**config.mk**
```make
export PLATFORM = sky130hd
export DESIGN_NAME = fb_frame_scheduler
export DESIGN_NICKNAME = d
export VERILOG_FILES = /design/src/rtl/fb_frame_scheduler.sv
export SDC_FILE = /design/constraint.sdc
export NUM_CORES = 1
export LEC_CHECK = 0
export BUFFER_PORTS_ARGS = -buffer_cell sky130_fd_sc_hd__buf_2
export CORE_ASPECT_RATIO = 0.9
export CORE_UTILIZATION = 40
export DETAILED_ROUTE_END_ITERATION = 16
export PLACE_DENSITY = 0.67
export SLEW_MARGIN = 20
export SYNTH_ARGS = -nofsm -noshare
export SYNTH_HDL_FRONTEND = slang
export SYNTH_SLANG_ARGS = --single-unit
```
**constraint.sdc**
```tcl
create_clock -name clk -period 5.9 [get_ports clk]
set_clock_uncertainty 0.15 [all_clocks]
set_input_delay 0 -clock clk [delete_from_list [all_inputs] [get_ports clk]]
set_output_delay 0 -clock clk [all_outputs]
set_load 0.1 [all_outputs]
```
**src/rtl/fb_frame_scheduler.sv**
```systemverilog
// fb_frame_scheduler: per-frame clear/trace sequencer and frame-buffer write arbiter
module fb_frame_scheduler #(
   parameter int FRAME_CYCLES = 500000,
   parameter int CW = 12,
   parameter int AW = 8,
   parameter int DW = 14
) (
   input  logic          clk,
   input  logic          rst,
   input  logic          man_in,
   input  logic [DW-1:0] adc,
   output logic          clr_start,
   input  logic [AW-1:0] clr_x,
   input  logic [AW-1:0] clr_y,
   input  logic [CW-1:0] clr_color,
   input  logic          clr_valid,
   input  logic          clr_done,
   output logic          trc_start,
   input  logic [AW-1:0] trc_x,
   input  logic [AW-1:0] trc_y,
   input  logic [CW-1:0] trc_color,
   input  logic          trc_valid,
   input  logic          trc_done,
   output logic [DW-1:0] adc_snap,
   output logic [AW-1:0] fb_x,
   output logic [AW-1:0] fb_y,
   output logic [CW-1:0] fb_color,
   output logic          fb_we,
   output logic          busy,
   output logic          frame_done,
   output logic [15:0]   frame_count,
   output logic          overrun
);

   localparam int FW = (FRAME_CYCLES > 1) ? $clog2(FRAME_CYCLES) : 1;

   typedef enum logic [1:0] {S_IDLE, S_CLEAR, S_TRACE, S_WAIT} state_t;

   state_t        r_state;
   state_t        w_next;
   logic [FW-1:0] r_fc;
   logic          w_tick;
   logic          w_clr_go;
   logic          w_trc_go;
   logic          w_frm_go;
   logic          w_sel_clr;
   logic          w_sel_trc;

   // next-state and start/done pulse decode; a tick only launches a frame from IDLE/WAIT
   always_comb begin
      w_tick    = (r_fc == '0);
      w_sel_clr = (r_state == S_CLEAR);
      w_sel_trc = (r_state == S_TRACE);
      w_next    = r_state;
      w_clr_go  = 1'b0;
      w_trc_go  = 1'b0;
      w_frm_go  = 1'b0;
      case (r_state)
         S_IDLE, S_WAIT: begin
            if (w_tick && !man_in) begin
               w_next   = S_CLEAR;
               w_clr_go = 1'b1;
            end
         end
         S_CLEAR: begin
            if (clr_done) begin
               w_next   = S_TRACE;
               w_trc_go = 1'b1;
            end
         end
         S_TRACE: begin
            if (trc_done) begin
               w_next   = S_WAIT;
               w_frm_go = 1'b1;
            end
         end
         default: w_next = S_IDLE;
      endcase
   end

   // state register and free-running frame period counter
   always_ff @(posedge clk) begin
      if (rst) begin
         r_state <= S_IDLE;
         r_fc    <= '0;
      end else begin
         r_state <= w_next;
         r_fc    <= (r_fc == FW'(FRAME_CYCLES - 1)) ? '0 : r_fc + FW'(1);
      end
   end

   // registered outputs: pulses, write-port mux, ADC snapshot, frame counter, sticky overrun
   always_ff @(posedge clk) begin
      if (rst) begin
         clr_start   <= 1'b0;
         trc_start   <= 1'b0;
         frame_done  <= 1'b0;
         busy        <= 1'b0;
         fb_we       <= 1'b0;
         fb_x        <= '0;
         fb_y        <= '0;
         fb_color    <= '0;
         adc_snap    <= '0;
         frame_count <= '0;
         overrun     <= 1'b0;
      end else begin
         clr_start  <= w_clr_go;
         trc_start  <= w_trc_go;
         frame_done <= w_frm_go;
         busy       <= (w_next == S_CLEAR) || (w_next == S_TRACE);
         fb_we      <= (w_sel_clr && clr_valid) || (w_sel_trc && trc_valid);
         if (w_sel_clr || w_sel_trc) begin
            fb_x     <= w_sel_clr ? clr_x : trc_x;
            fb_y     <= w_sel_clr ? clr_y : trc_y;
            fb_color <= w_sel_clr ? clr_color : trc_color;
         end
         if (w_trc_go) adc_snap <= adc;
         if (w_frm_go) frame_count <= frame_count + 16'd1;
         if (w_tick && (w_sel_clr || w_sel_trc)) overrun <= 1'b1;
      end
   end

endmodule

```
[After elaboration in Yosys (flattened, before gate mapping)]
Index checks and enable logic that the tools add are counted.
Operators by class
  multiply operators: 0
  mux-type cells: 12
  bitwise gates (word level): 1
  shifts and indexed selects: 0
  div/mod/pow operators: 0
  equal/unequal tests: 6
  reductions and logical operators: 13
  add/sub/neg operators: 2
  order comparisons: 0
Operators with widths (number)
  $add A19 B1 Y19 const B: 1
  $eq A19 B19 Y1 const B: 1
  $logic_not A19 Y1: 1
  $add A16 B1 Y16 const B: 1
  $mux W8: 2
  $mux W12: 1
  $eq A2 B2 Y1 const B: 3
  $mux W2: 3
  $pmux W2 S3: 1
  $reduce_or A2 Y1: 3
  $mux W1: 5
  $eq A2 B1 Y1 const B: 2
  $logic_and A1 B1 Y1: 4
  $logic_or A1 B1 Y1: 3
  $logic_not A2 Y1: 1
  $logic_not A1 Y1: 1
  $not A1 Y1: 1
Storage, ports and cells
  RAM bits: 0
  register bits: 85
  input port bits: 77
  bits in latches: 0
  ROM bits: 0
  output and inout bits: 64
  word-level logic and storage cells: 47
  memories: 0

[Depth between registers and ports, before layout]
  word-level depth: 6
  mapped depth: 8
  depth with buffers taken out: 6

[Worst setup path after synthesis]
OpenSTA, ideal clock, no wires.
  path kind: flip-flop to flip-flop
  from: register frame_count[2]
  to: register frame_count[13]
  buffers on the path: 0
  required time: 5.629 ns
  stages on the path, launching flop included: 5
  setup time: 0.121 ns
  path slack: 3.275 ns
  arrival time: 2.354 ns
  clock period less this slack: 2.625 ns
  cells stage by stage: dfxtp_1 nand3_1 nor4_1 nand3_1 mux2_2
On the way
  cells in the longest elaborated chain, start to end: 1
Ends and longest elaborated chain
  start: declaration: line 31  | output logic [15:0] frame_count,
  start signal: assignment: line 118  | if (w_frm_go) frame_count <= frame_count + 16'd1;
  $add A16 B1 Y16: line 118
Every way passes these cells.
A chain may end at the register's enable or synchronous reset.

[Final worst setup path]
  from: register r_state[0]
  to: register busy
On the way
  cells in the longest elaborated chain, start to end: 5
  elaborated cells between the ends (all ways): 12
  those cells by class: 5 x eq/ne; 4 x mux; 3 x reduce/logical
Ends and longest elaborated chain
  start: declaration: line 39  | state_t r_state;
  start signal: assignment: line 87  | r_state <= w_next;
  $eq A2 B2 Y1 or $logic_not A2 Y1 (tied branches): line 58  | case (r_state)
  $reduce_or A2 Y1: line 58
  $pmux W2 S3 (*): line 58
  $eq A2 B1 Y1 or $eq A2 B2 Y1 (tied branches): line 110  | busy <= (w_next == S_CLEAR) || (w_next == S_TRACE);
  $logic_or A1 B1 Y1 (*): line 110
  end signal: assignment: line 110
  end: declaration: line 29  | output logic busy,
Mark *: on every way between the ends. The rest lies on a longest branch, timed or not.

==> results.json <==
{
  "status": "finished clean",
  "drv_cap": 0,
  "vias": 3773,
  "num-nets-final": 723,
  "grt_usage_pct": 20.7,
  "worstMarginPinSlew_ps": 985,
  "synth.top_cell.area_share_pct": 46.1,
  "drtAntennaViolNets": 0,
  "synthesis.nets": 519,
  "drv_slew": 0,
  "netSwitchingFraction_pct": 39.2,
  "p_total_mw": 1.69,
  "p_leak_nw": 2.32,
  "dp_hpwl_mm": 6.08,
  "htreeDepth": 3,
  "clockBufferDepth": 2,
  "cp-end-kind": "flop",
  "final.min_clock_period_ps": 2730,
  "fin_util_pct": 61.8,
  "reg2reg_depth": 6,
  "initial_core_util_pct": 42.1,
  "grt_overflow": 0,
  "drcViolationCount": 0,
  "clkLatencyLatePin_ps": 350,
  "drt_iter0_markers": 163,
  "antennaDiodeCount": 0,
  "ys_types": 39,
  "yosysWarnings": 0,
  "ir_drop_v": 0.000168,
  "syn-instance-count": 436,
  "fmax_mhz": 366,
  "async_flop_share_pct": 0,
  "synth_common_cells": "95 x nor2_1, 85 x dfxtp_1, 50 x a21oi_1",
  "antenna_found_initial": 0,
  "holdPathStages": 5,
  "coreArea_um2": 8770,
  "first_global_vias": 3558,
  "worstPathMaxFanout": 62,
  "syn_area_per_cell_um2": 8.46,
  "area_delta_synth_final_pct": 46.8,
  "nFillCells": 741,
  "synth_most_common_cell": "nor2_1",
  "rows": 32,
  "dr.pass1.iters": 4,
  "setup_viol": 0,
  "clk_pin_slew_ps": 80,
  "hold_path.class": "input port to flop",
  "worstSetupStartpointType": "flop",
  "synth-edff-count": 0,
  "gp_congestion": 0.833,
  "cts_tree": "yes",
  "combPwrFrac_pct": 35.9,
  "grt_max_degree": 71,
  "hold_start": "clr_done",
  "finalSetupTns_ps": 0,
  "cts-resized-gates": 0,
  "cts_buffers": 9,
  "mappedNetlistArea_um2": 3690,
  "pwr_density_cell_nw_per_um2": 312,
  "die_h_um": 93.1,
  "ys.flop_type": "dfxtp_1",
  "top_level_ports": 141,
  "synth_area_leaders": "dfxtp_1 46%, nor2_1 9.7%, mux2i_1 7.6%, a21oi_1 6.8%, nand2_1 3.9%",
  "wire_per_inst_um": 13.1,
  "wl_mm": 10.0,
  "rr_endpoint": "busy",
  "r2r_start": "r_state[0]",
  "holdPathEnd": "busy",
  "worstPathRequired_ps": 6020,
  "slew_headroom_pct": 34.3,
  "port-buffer-count": 140,
  "drive_gt1_share_pct": 25.9,
  "power.switching_mw": 0.664,
  "intPower_mw": 1.03,
  "grt_pass1_wl_mm": 15.6,
  "worst-endpoint-arrival_ps": 2850,
  "synth-seq-cells": 85,
  "crit_type": "flop to flop",
  "clockPowerShare_pct": 26.3,
  "hold_viol_final": 0,
  "die_area_um2": 9610,
  "rsz0062_at_grt": "false",
  "post-route-period-util_pct": 46.3,
  "synth_top_area_cell": "dfxtp_1",
  "avgViaCountPerCell": 4.94,
  "cts_hold_buffers": 74,
  "clock-sinks": 85,
  "regToRegSetupSlack_ps": 3170,
  "die_w_um": 103,
  "power_frac_seq_pct": 37.7,
  "seq_area_frac_synth_pct": 46.1,
  "cts_setup_buffers": 0,
  "clockRootBuffer": "clkbuf_8"
}
==> cells by family (layout without fill, tap and decap cells) <==
group	after synthesis	after routing	synth area share (%)
AOI/OAI and AO/OA	63	63	10.0
DFF	85	85	46.1
xor gates and xnor gates	25	25	5.93
muxes	30	30	8.21
adders and majority gates	6	6	2.03
and+or+nand+nor	196	196	24.2
buffers and inverters	31	240	3.46
==> worst max-delay path: stages, from the launching register on <==
cell	delay [ps]
dfxtp_1	400
inv_1	90
ha_2	980
nor2b_1	150
o21ai_0	220
or3b_2	470
a31oi_1	180
==> power groups by stage <==
stage | Clock [mW] | Combinational [mW] | Sequential, mW
final | 0.445 | 0.608 | 0.638
after global routing | 0.480 | 0.642 | 0.643
after CTS | 0.461 | 0.602 | 0.637
after detailed placement | 0 | 0.540 | 0.651
after global placement | 0 | 0.533 | 0.649
after floorplan | 0 | 0.166 | 0.929
==> layout make-up <==
| class | count | area [µm²] | area share (%) |
|---|---|---|---|
| multi-input combinational | 320 | 1870 | 34.5 |
| sequential | 85 | 1700 | 31.4 |
| timing repair buffer | 215 | 1450 | 26.8 |
| tap | 119 | 149 | 2.75 |
| clock buffer | 11 | 131 | 2.43 |
| clock inverter | 5 | 85.1 | 1.57 |
| inverter | 9 | 33.8 | 0.624 |
==> cells in the final DEF (no fill, tap or decap), types with 5 or more instances in the layout <==
master / instances
nand4_1: 12
xor2_1: 11
dlygate4sd3_1: 74
nor3_1: 5
nand3_1: 16
clkbuf_8: 9
a21oi_1: 50
inv_1: 9
nand2_1: 38
xnor2_1: 14
dfxtp_1: 85
buf_2: 140
nor2b_1: 6
nor2_1: 95
nor4_1: 8
mux2i_1: 28
==> registers in the layout, indices dropped and copies added, names as in the netlist, 2 cells and up <==
signal / count
fb_x: 8
frame_count: 16
r_state: 2
fb_y: 8
fb_color: 12
r_fc: 19
adc_snap: 14
==> through the flow <==
stage               hold slack (ps)  area (µm²)  instances  setup slack [ps]
floorplan                     -14.0        3690        436              3280
global placement               88.4        4460        674              3340
detailed placement             95.5        4460        674              3210
CTS                            68.0        5420        764              3180
global route                    106        5420        764              3000
finish                         88.4        5420        764              3170
==> layer usage <==
layer  vias up  track usage (%)  routed length (µm)
met1      1746             23.3                4370
met4         0             8.22                 229
li1       1895                -                   -
met5         -                0                   0
met3        23             4.63                 425
met2       109             37.2                5020
==> worst max-delay path by stage <==
| stage | start | end | cells past startpoint |
|---|---|---|---|
| 4_1_cts | r_state[0] | busy | 6 |
| 2_1_floorplan | frame_count[2] | frame_count[13] | 4 |
| 6_report | r_state[0] | busy | 6 |
| 5_1_grt | r_state[0] | busy | 6 |
| 3_5_place_dp | r_state[0] | busy | 6 |
| 3_3_place_gp | r_state[0] | busy | 6 |
Power figures use the tool's default switching activity.
